### config.mk
export PLATFORM = sky130hd
export DESIGN_NAME = quantum_scheduler
export DESIGN_NICKNAME = d
export VERILOG_FILES = /design/src/rtl/sched_pkg.sv /design/src/rtl/rr_picker.sv /design/src/rtl/quantum_scheduler.sv
export SDC_FILE = /design/constraint.sdc
export NUM_CORES = 1
export LEC_CHECK = 0
export ABC_CLOCK_PERIOD_IN_PS = 5000
export CORE_MARGIN = 10
export CORE_UTILIZATION = 54
export DETAILED_ROUTE_END_ITERATION = 8
export PLACE_DENSITY_LB_ADDON = 0.12
export SYNTH_ARGS = -nofsm -noshare
export SYNTH_HDL_FRONTEND = slang
export SYNTH_SLANG_ARGS = --single-unit
### constraint.sdc
create_clock -name clock -period 5 [get_ports clock]
set_input_delay 0.5 -clock clock [delete_from_list [all_inputs] [get_ports clock]]
set_output_delay 0.5 -clock clock [all_outputs]
set_load 0.02 [all_outputs]
### src/rtl/sched_pkg.sv
// Shared constants and types for the preemptive round-robin quantum scheduler.
package sched_pkg;

  localparam logic [1:0] CAUSE_NONE    = 2'd0;
  localparam logic [1:0] CAUSE_QUANTUM = 2'd1;
  localparam logic [1:0] CAUSE_IO      = 2'd2;
  localparam logic [1:0] CAUSE_END     = 2'd3;

  typedef enum logic [1:0] {
    IDLE = 2'd0,
    RUN  = 2'd1,
    REQ  = 2'd2
  } sched_state_t;

  // The saved PC lives in a parallel array because its width is a module parameter.
  typedef struct packed {
    logic valid;
    logic blocked;
  } proc_entry_t;

  function automatic int pid_width(input int n);
    return (n > 2) ? $clog2(n) : 1;
  endfunction

  function automatic int count_width(input int q);
    return (q > 1) ? $clog2(q) : 1;
  endfunction

endpackage

### src/rtl/rr_picker.sv
// Round-robin priority picker: first eligible index at or after start, wrapping
// modulo N, so the entry just before start is considered last.
module rr_picker #(
  parameter int N = 4,
  parameter int W = 2
) (
  input  logic [N-1:0] eligible,
  input  logic [W-1:0] start,
  output logic         valid,
  output logic [W-1:0] pid
);

  localparam int unsigned NU = N;

  function automatic logic [W-1:0] wrap_idx(input logic [W-1:0] base, input int unsigned off);
    int unsigned sum;
    sum = 32'(base) + off;
    sum = (sum >= NU) ? (sum - NU) : sum;
    return sum[W-1:0];
  endfunction

  // Scan N slots from start and latch the first eligible one.
  always_comb begin
    valid = 1'b0;
    pid   = {W{1'b0}};
    for (int unsigned i = 0; i < NU; i++) begin
      if (!valid && eligible[wrap_idx(start, i)]) begin
        valid = 1'b1;
        pid   = wrap_idx(start, i);
      end else begin
        pid = pid;
      end
    end
  end

endmodule

### src/rtl/quantum_scheduler.sv
// N-process preemptive round-robin scheduler: counts user retirements per slice,
// raises context-switch requests and keeps a saved-PC / ready table per process.
module quantum_scheduler
  import sched_pkg::*;
#(
  parameter int QUANTUM     = 5,
  parameter int PC_WIDTH    = 32,
  parameter int N_PROC      = 4,
  parameter int OS_PC_LIMIT = 300,
  localparam int PID_W      = pid_width(N_PROC)
) (
  input  logic                clock,
  input  logic                reset,
  input  logic [PC_WIDTH-1:0] pc,
  input  logic                instr_valid,
  input  logic                io_instr,
  input  logic                proc_end,
  input  logic                create_en,
  input  logic [PID_W-1:0]    create_pid,
  input  logic [PC_WIDTH-1:0] create_pc,
  input  logic                io_done,
  input  logic [PID_W-1:0]    io_done_pid,
  input  logic                ctx_ack,
  output logic                ctx_switch,
  output logic [1:0]          switch_cause,
  output logic [PC_WIDTH-1:0] saved_pc,
  output logic [PID_W-1:0]    saved_pid,
  output logic                next_valid,
  output logic [PID_W-1:0]    next_pid,
  output logic [PC_WIDTH-1:0] next_pc,
  output logic [PID_W-1:0]    current_pid
);

  localparam int                  CNT_W    = count_width(QUANTUM);
  localparam logic [CNT_W-1:0]    Q_LAST   = CNT_W'(QUANTUM - 1);
  localparam logic [PC_WIDTH-1:0] OS_LIMIT = PC_WIDTH'(OS_PC_LIMIT);
  localparam logic [PID_W-1:0]    LAST_PID = PID_W'(N_PROC - 1);

  sched_state_t        state_r;
  sched_state_t        state_s;
  logic [CNT_W-1:0]    cnt_r;
  logic [1:0]          cause_r;
  logic [PC_WIDTH-1:0] saved_pc_r;
  logic [PID_W-1:0]    saved_pid_r;
  logic [PID_W-1:0]    cur_pid_r;
  proc_entry_t         entry_r  [N_PROC];
  logic [PC_WIDTH-1:0] tbl_pc_r [N_PROC];

  logic                counted_s;
  logic                trigger_s;
  logic                ack_s;
  logic                take_s;
  logic [1:0]          cause_s;
  logic [PC_WIDTH-1:0] pc_inc_s;
  logic [N_PROC-1:0]   elig_s;
  logic [PID_W-1:0]    start_s;
  logic                pick_valid_s;
  logic [PID_W-1:0]    pick_pid_s;

  // Retirement qualification and switch trigger with end > I/O > quantum priority.
  always_comb begin
    pc_inc_s  = pc + PC_WIDTH'(1'b1);
    counted_s = (state_r == RUN) && instr_valid && (pc > OS_LIMIT);
    trigger_s = counted_s && (proc_end || io_instr || (cnt_r == Q_LAST));
    ack_s     = ctx_ack && ((state_r == IDLE) || (state_r == REQ));
    take_s    = ack_s && pick_valid_s;
    if (proc_end) begin
      cause_s = CAUSE_END;
    end else if (io_instr) begin
      cause_s = CAUSE_IO;
    end else begin
      cause_s = CAUSE_QUANTUM;
    end
  end

  // Eligibility mask and scan start just after the current process.
  always_comb begin
    elig_s = {N_PROC{1'b0}};
    for (int i = 0; i < N_PROC; i++) begin
      elig_s[i] = entry_r[i].valid && !entry_r[i].blocked;
    end
    if (cur_pid_r == LAST_PID) begin
      start_s = {PID_W{1'b0}};
    end else begin
      start_s = cur_pid_r + PID_W'(1'b1);
    end
  end

  rr_picker #(
    .N (N_PROC),
    .W (PID_W)
  ) u_picker (
    .eligible (elig_s),
    .start    (start_s),
    .valid    (pick_valid_s),
    .pid      (pick_pid_s)
  );

  // Next-state logic.
  always_comb begin
    state_s = state_r;
    case (state_r)
      IDLE: begin
        if (take_s) begin
          state_s = RUN;
        end else begin
          state_s = IDLE;
        end
      end
      RUN: begin
        if (trigger_s) begin
          state_s = REQ;
        end else begin
          state_s = RUN;
        end
      end
      REQ: begin
        if (!ack_s) begin
          state_s = REQ;
        end else if (pick_valid_s) begin
          state_s = RUN;
        end else begin
          state_s = IDLE;
        end
      end
      default: state_s = IDLE;
    endcase
  end

  // State register.
  always_ff @(posedge clock) begin
    if (reset) begin
      state_r <= IDLE;
    end else begin
      state_r <= state_s;
    end
  end

  // Slice counter, running pid and the switch record handed to the OS.
  always_ff @(posedge clock) begin
    if (reset) begin
      cnt_r       <= {CNT_W{1'b0}};
      cause_r     <= CAUSE_NONE;
      saved_pc_r  <= {PC_WIDTH{1'b0}};
      saved_pid_r <= {PID_W{1'b0}};
      cur_pid_r   <= {PID_W{1'b0}};
    end else if (trigger_s) begin
      cnt_r       <= {CNT_W{1'b0}};
      cause_r     <= cause_s;
      saved_pc_r  <= pc_inc_s;
      saved_pid_r <= cur_pid_r;
    end else if (counted_s) begin
      cnt_r <= cnt_r + CNT_W'(1'b1);
    end else if (ack_s) begin
      cause_r <= CAUSE_NONE;
      if (take_s) begin
        cur_pid_r <= pick_pid_s;
        cnt_r     <= {CNT_W{1'b0}};
      end else begin
        cur_pid_r <= cur_pid_r;
      end
    end else begin
      cnt_r <= cnt_r;
    end
  end

  // Process table; a trigger owns the current entry, create beats io_done.
  always_ff @(posedge clock) begin
    if (reset) begin
      for (int i = 0; i < N_PROC; i++) begin
        entry_r[i]  <= '{valid: 1'b0, blocked: 1'b0};
        tbl_pc_r[i] <= {PC_WIDTH{1'b0}};
      end
    end else begin
      for (int i = 0; i < N_PROC; i++) begin
        if (trigger_s && (cur_pid_r == PID_W'(i))) begin
          case (cause_s)
            CAUSE_END: entry_r[i].valid <= 1'b0;
            CAUSE_IO: begin
              entry_r[i].blocked <= 1'b1;
              tbl_pc_r[i]        <= pc_inc_s;
            end
            default: tbl_pc_r[i] <= pc_inc_s;
          endcase
        end else if (create_en && (create_pid == PID_W'(i)) &&
                     !((state_r == RUN) && (cur_pid_r == PID_W'(i)))) begin
          entry_r[i]  <= '{valid: 1'b1, blocked: 1'b0};
          tbl_pc_r[i] <= create_pc;
        end else if (io_done && (io_done_pid == PID_W'(i)) && entry_r[i].valid) begin
          entry_r[i].blocked <= 1'b0;
        end else begin
          entry_r[i] <= entry_r[i];
        end
      end
    end
  end

  assign ctx_switch   = (state_r == REQ);
  assign switch_cause = cause_r;
  assign saved_pc     = saved_pc_r;
  assign saved_pid    = saved_pid_r;
  assign current_pid  = cur_pid_r;
  assign next_valid   = pick_valid_s;
  assign next_pid     = pick_pid_s;
  assign next_pc      = pick_valid_s ? tbl_pc_r[pick_pid_s] : {PC_WIDTH{1'b0}};

endmodule

==> flow_summary.toml <==
[routing]
num_vias = 8005
wl_um = 29600
ant_nets = 0
firstDrtPassIters = 7
viasPerCell = 6.31
drt_iter0_drc = 905
wire_per_inst_um = 23.3
drc = 0

[pwr]
p_sw_uw = 1070
p_seq_frac = 0.454
power_density_mw_per_mm2 = 327
swShare = 0.283
fin_total_pwr_uw = 3780
ir_drop_uv = 264
p_int_uw = 2710
pwr-share-clk = 0.358
power_leakage_uw = 0.00393
power_frac_comb = 0.188

[clock_tree]
path_clk_slew_ns = 0.07
cts_buffer_depth = 2
tritoncts = "yes"
root_buffer = "clkbuf_16"
clock_latency_ns = 0.44
cts_buffers = 17
cts_max_level = 4
cts.sinks = 179
cts_hold_buf = 0
cts.repair.resized = 0
postCtsSetupRepairBufs = 0

[sta]
period_needed_ns = 4.25
setup_slack_ns = 0.754
setup_viol = 0
rsz0062_at_grt = "no"
post-route-period-util = 0.849
slew_headroom = 0.306
fmax_ghz = 0.236
hold_viol = 0
report.final.slew_viol_count = 0
tns_ns = 0
finClkSkew_ns = 0.0115
worstMarginPinSlew_ns = 1.04

[worst_setup_path]
start_kind = "flop"
crit_required_ns = 4.50
slowest_delay_ns = 0.64
cpMaxStageDelayCell = "a22oi_2"
crit_path_end_kind = "output pin"
critPathKind = "flop to output pin"
path_cells = "inv_1 -> ha_1 -> o221ai_1 -> a22oi_2 -> buf_4 -> o21ai_0 -> clkdlybuf4s50_1"
worstPathMaxFanout = 22
arrival_ns = 3.75

[layout]
fillCellCount = 1290
seqCellArea_sq_mm = 0.00494
nets = 1118
multi_input_area_sq_mm = 0.00400
syn_to_final_growth_pct = 25.1
drive_gt1_frac = 0.0917
fin_util = 0.692

[floorplan]
core_area_sq_mm = 0.0167
ios = 150
die_area_sq_mm = 0.0228
rows = 47
die_x_um = 151
die_h_um = 151
initial_core_util = 0.554

[yosys]
synth-edff-count = 136
synth_fp_nets = 995
synth_seq_cells = 179
syn_area_per_cell_sq_um = 10.1
synth.area.top_cells = "edfxtp_1, dfxtp_1, o21ai_0, nand2_1, mux2i_1"
syn_inst = 911
ys_top_cells_by_count = "o21ai_0, nand2_1, edfxtp_1"
yosysMostFrequentCell = "o21ai_0"
synthFlopType = "edfxtp_1"
ys_warn_count = 0
synth-seq-area-share = 0.535
netlist.area_leader.share = 0.442
synth_top_cell_by_area = "edfxtp_1"
async_flop_share = 0
syn_area_sq_mm = 0.00925
synth_cell_types = 58

[global_routing]
grt_pass1_vias = 8058
grt_max_degree = 57
antenna_found_initial = 1
grt_pass1_wl_um = 45000
grt_usage = 0.258
overflow = 0

[run_status]
status = "completed"

[placement]
port_buffers = 149
place_hpwl_um = 19700
pre_cts_slack_ns = 1.36
gp_congestion = 0.856

[hold_path]
hold_class = "flop to flop"

[job]
max_cap_violations = 0
==> kinds of logic after synthesis <==
kind of cell / Yosys count / synth area share
AOI/OAI and AO/OA: 313 / 0.215
and+or+nand+nor: 261 / 0.134
DFF: 179 / 0.535
buffers and inverters: 87 / 0.0414
muxes: 33 / 0.0359
xor gates and xnor gates: 30 / 0.0284
adders and majority gates: 8 / 0.0108
==> power by group through the flow <==
stage          clock network [uW]  registers, uW  logic, uW
5_1_grt                      1420           1720        754
6_report                     1350           1720        712
3_3_place_gp                    0           1750        701
4_1_cts                      1350           1720        710
2_1_floorplan                   0           1760        338
3_5_place_dp                    0           1750        706
==> registers in the layout, summed over array words and instances, names as in the netlist <==
name	count
tbl_pc_r	128
saved_pc	32
entry_r	8
cnt_r	3
current_pid	2
saved_pid	2
state_r	2
switch_cause	2
==> stage by stage <==
step / std cells / area [sq um] / hold slack (ns)
floorplan: 911 / 9250 / 0.476
global placement: 1235 / 11000 / 0.473
detailed placement: 1235 / 11000 / 0.479
CTS: 1267 / 11600 / 0.490
global route: 1267 / 11600 / 0.518
finish: 1268 / 11600 / 0.486
==> worst max-delay path, delay by kind of cell (launching register included) <==
| family | cells | cell delay (ns) |
|---|---|---|
| flip-flops | 1 | 0.50 |
| adder cells (fa/ha/maj) | 1 | 0.50 |
| AO/OA/AOI/OAI | 3 | 1.13 |
| buffers and inverters | 3 | 1.16 |
==> path summary, 6_finish.rpt <==
| path | slack [ns] | end | depth (start not counted) | from |
|---|---|---|---|---|
| worst max register to register | 1.38 | tbl_pc_r[0][4] | 6 | state_r[0] |
| worst min-delay path | 0.49 | switch_cause[0] | 2 | switch_cause[0] |
| worst min register to register | 0.49 | switch_cause[0] | 2 | switch_cause[0] |
| worst max-delay path | 0.75 | next_pc[6] | 7 | current_pid[0] |
==> layout make-up <==
| cell class | instances | area share |
|---|---|---|
| well taps | 220 | 0.0238 |
| flip-flops and latches | 179 | 0.428 |
| repair buffers | 173 | 0.146 |
| clock inverters | 14 | 0.0135 |
| clock buffers | 18 | 0.0371 |
| multi-input cells | 645 | 0.346 |
| inverters | 18 | 0.00584 |
| diodes | 1 | 0.000216 |
==> cells in the final DEF (no fill, tap or decap), types with 4 or more instances in the layout <==
master           netlist  final
nor2b_1                7      6
dfxtp_1               43     43
nand3_1               19     19
a22oi_1               33     32
o21ai_0              158    158
or4_1                  5      5
nor4_1                 7      7
ha_1                   8      8
nor2_1                21     19
nand2b_1               9      9
nand2_1              153    153
nand4_1               14     14
and3_1                 4      4
a21oi_1               42     41
buf_4                  1     22
xor2_1                13     13
xnor2_1               17     17
edfxtp_1             136    136
a211oi_2              19     19
inv_1                 18     18
a211oi_1              18     17
mux2i_1               32     32
clkinv_4               0      5
o21ai_1               14     14
and4_1                 6      6
clkbuf_16              0     17
clkdlybuf4s50_1        0    148
==> routing by layer <==
metal,up-vias,GRT usage,routed length (um)
met4,0,0.101,799
met1,3831,0.305,10900
met2,475,0.440,14800
li1,3626,-,-
met5,-,0,0
met3,73,0.0662,3100
(Power assumes the default switching activity.)
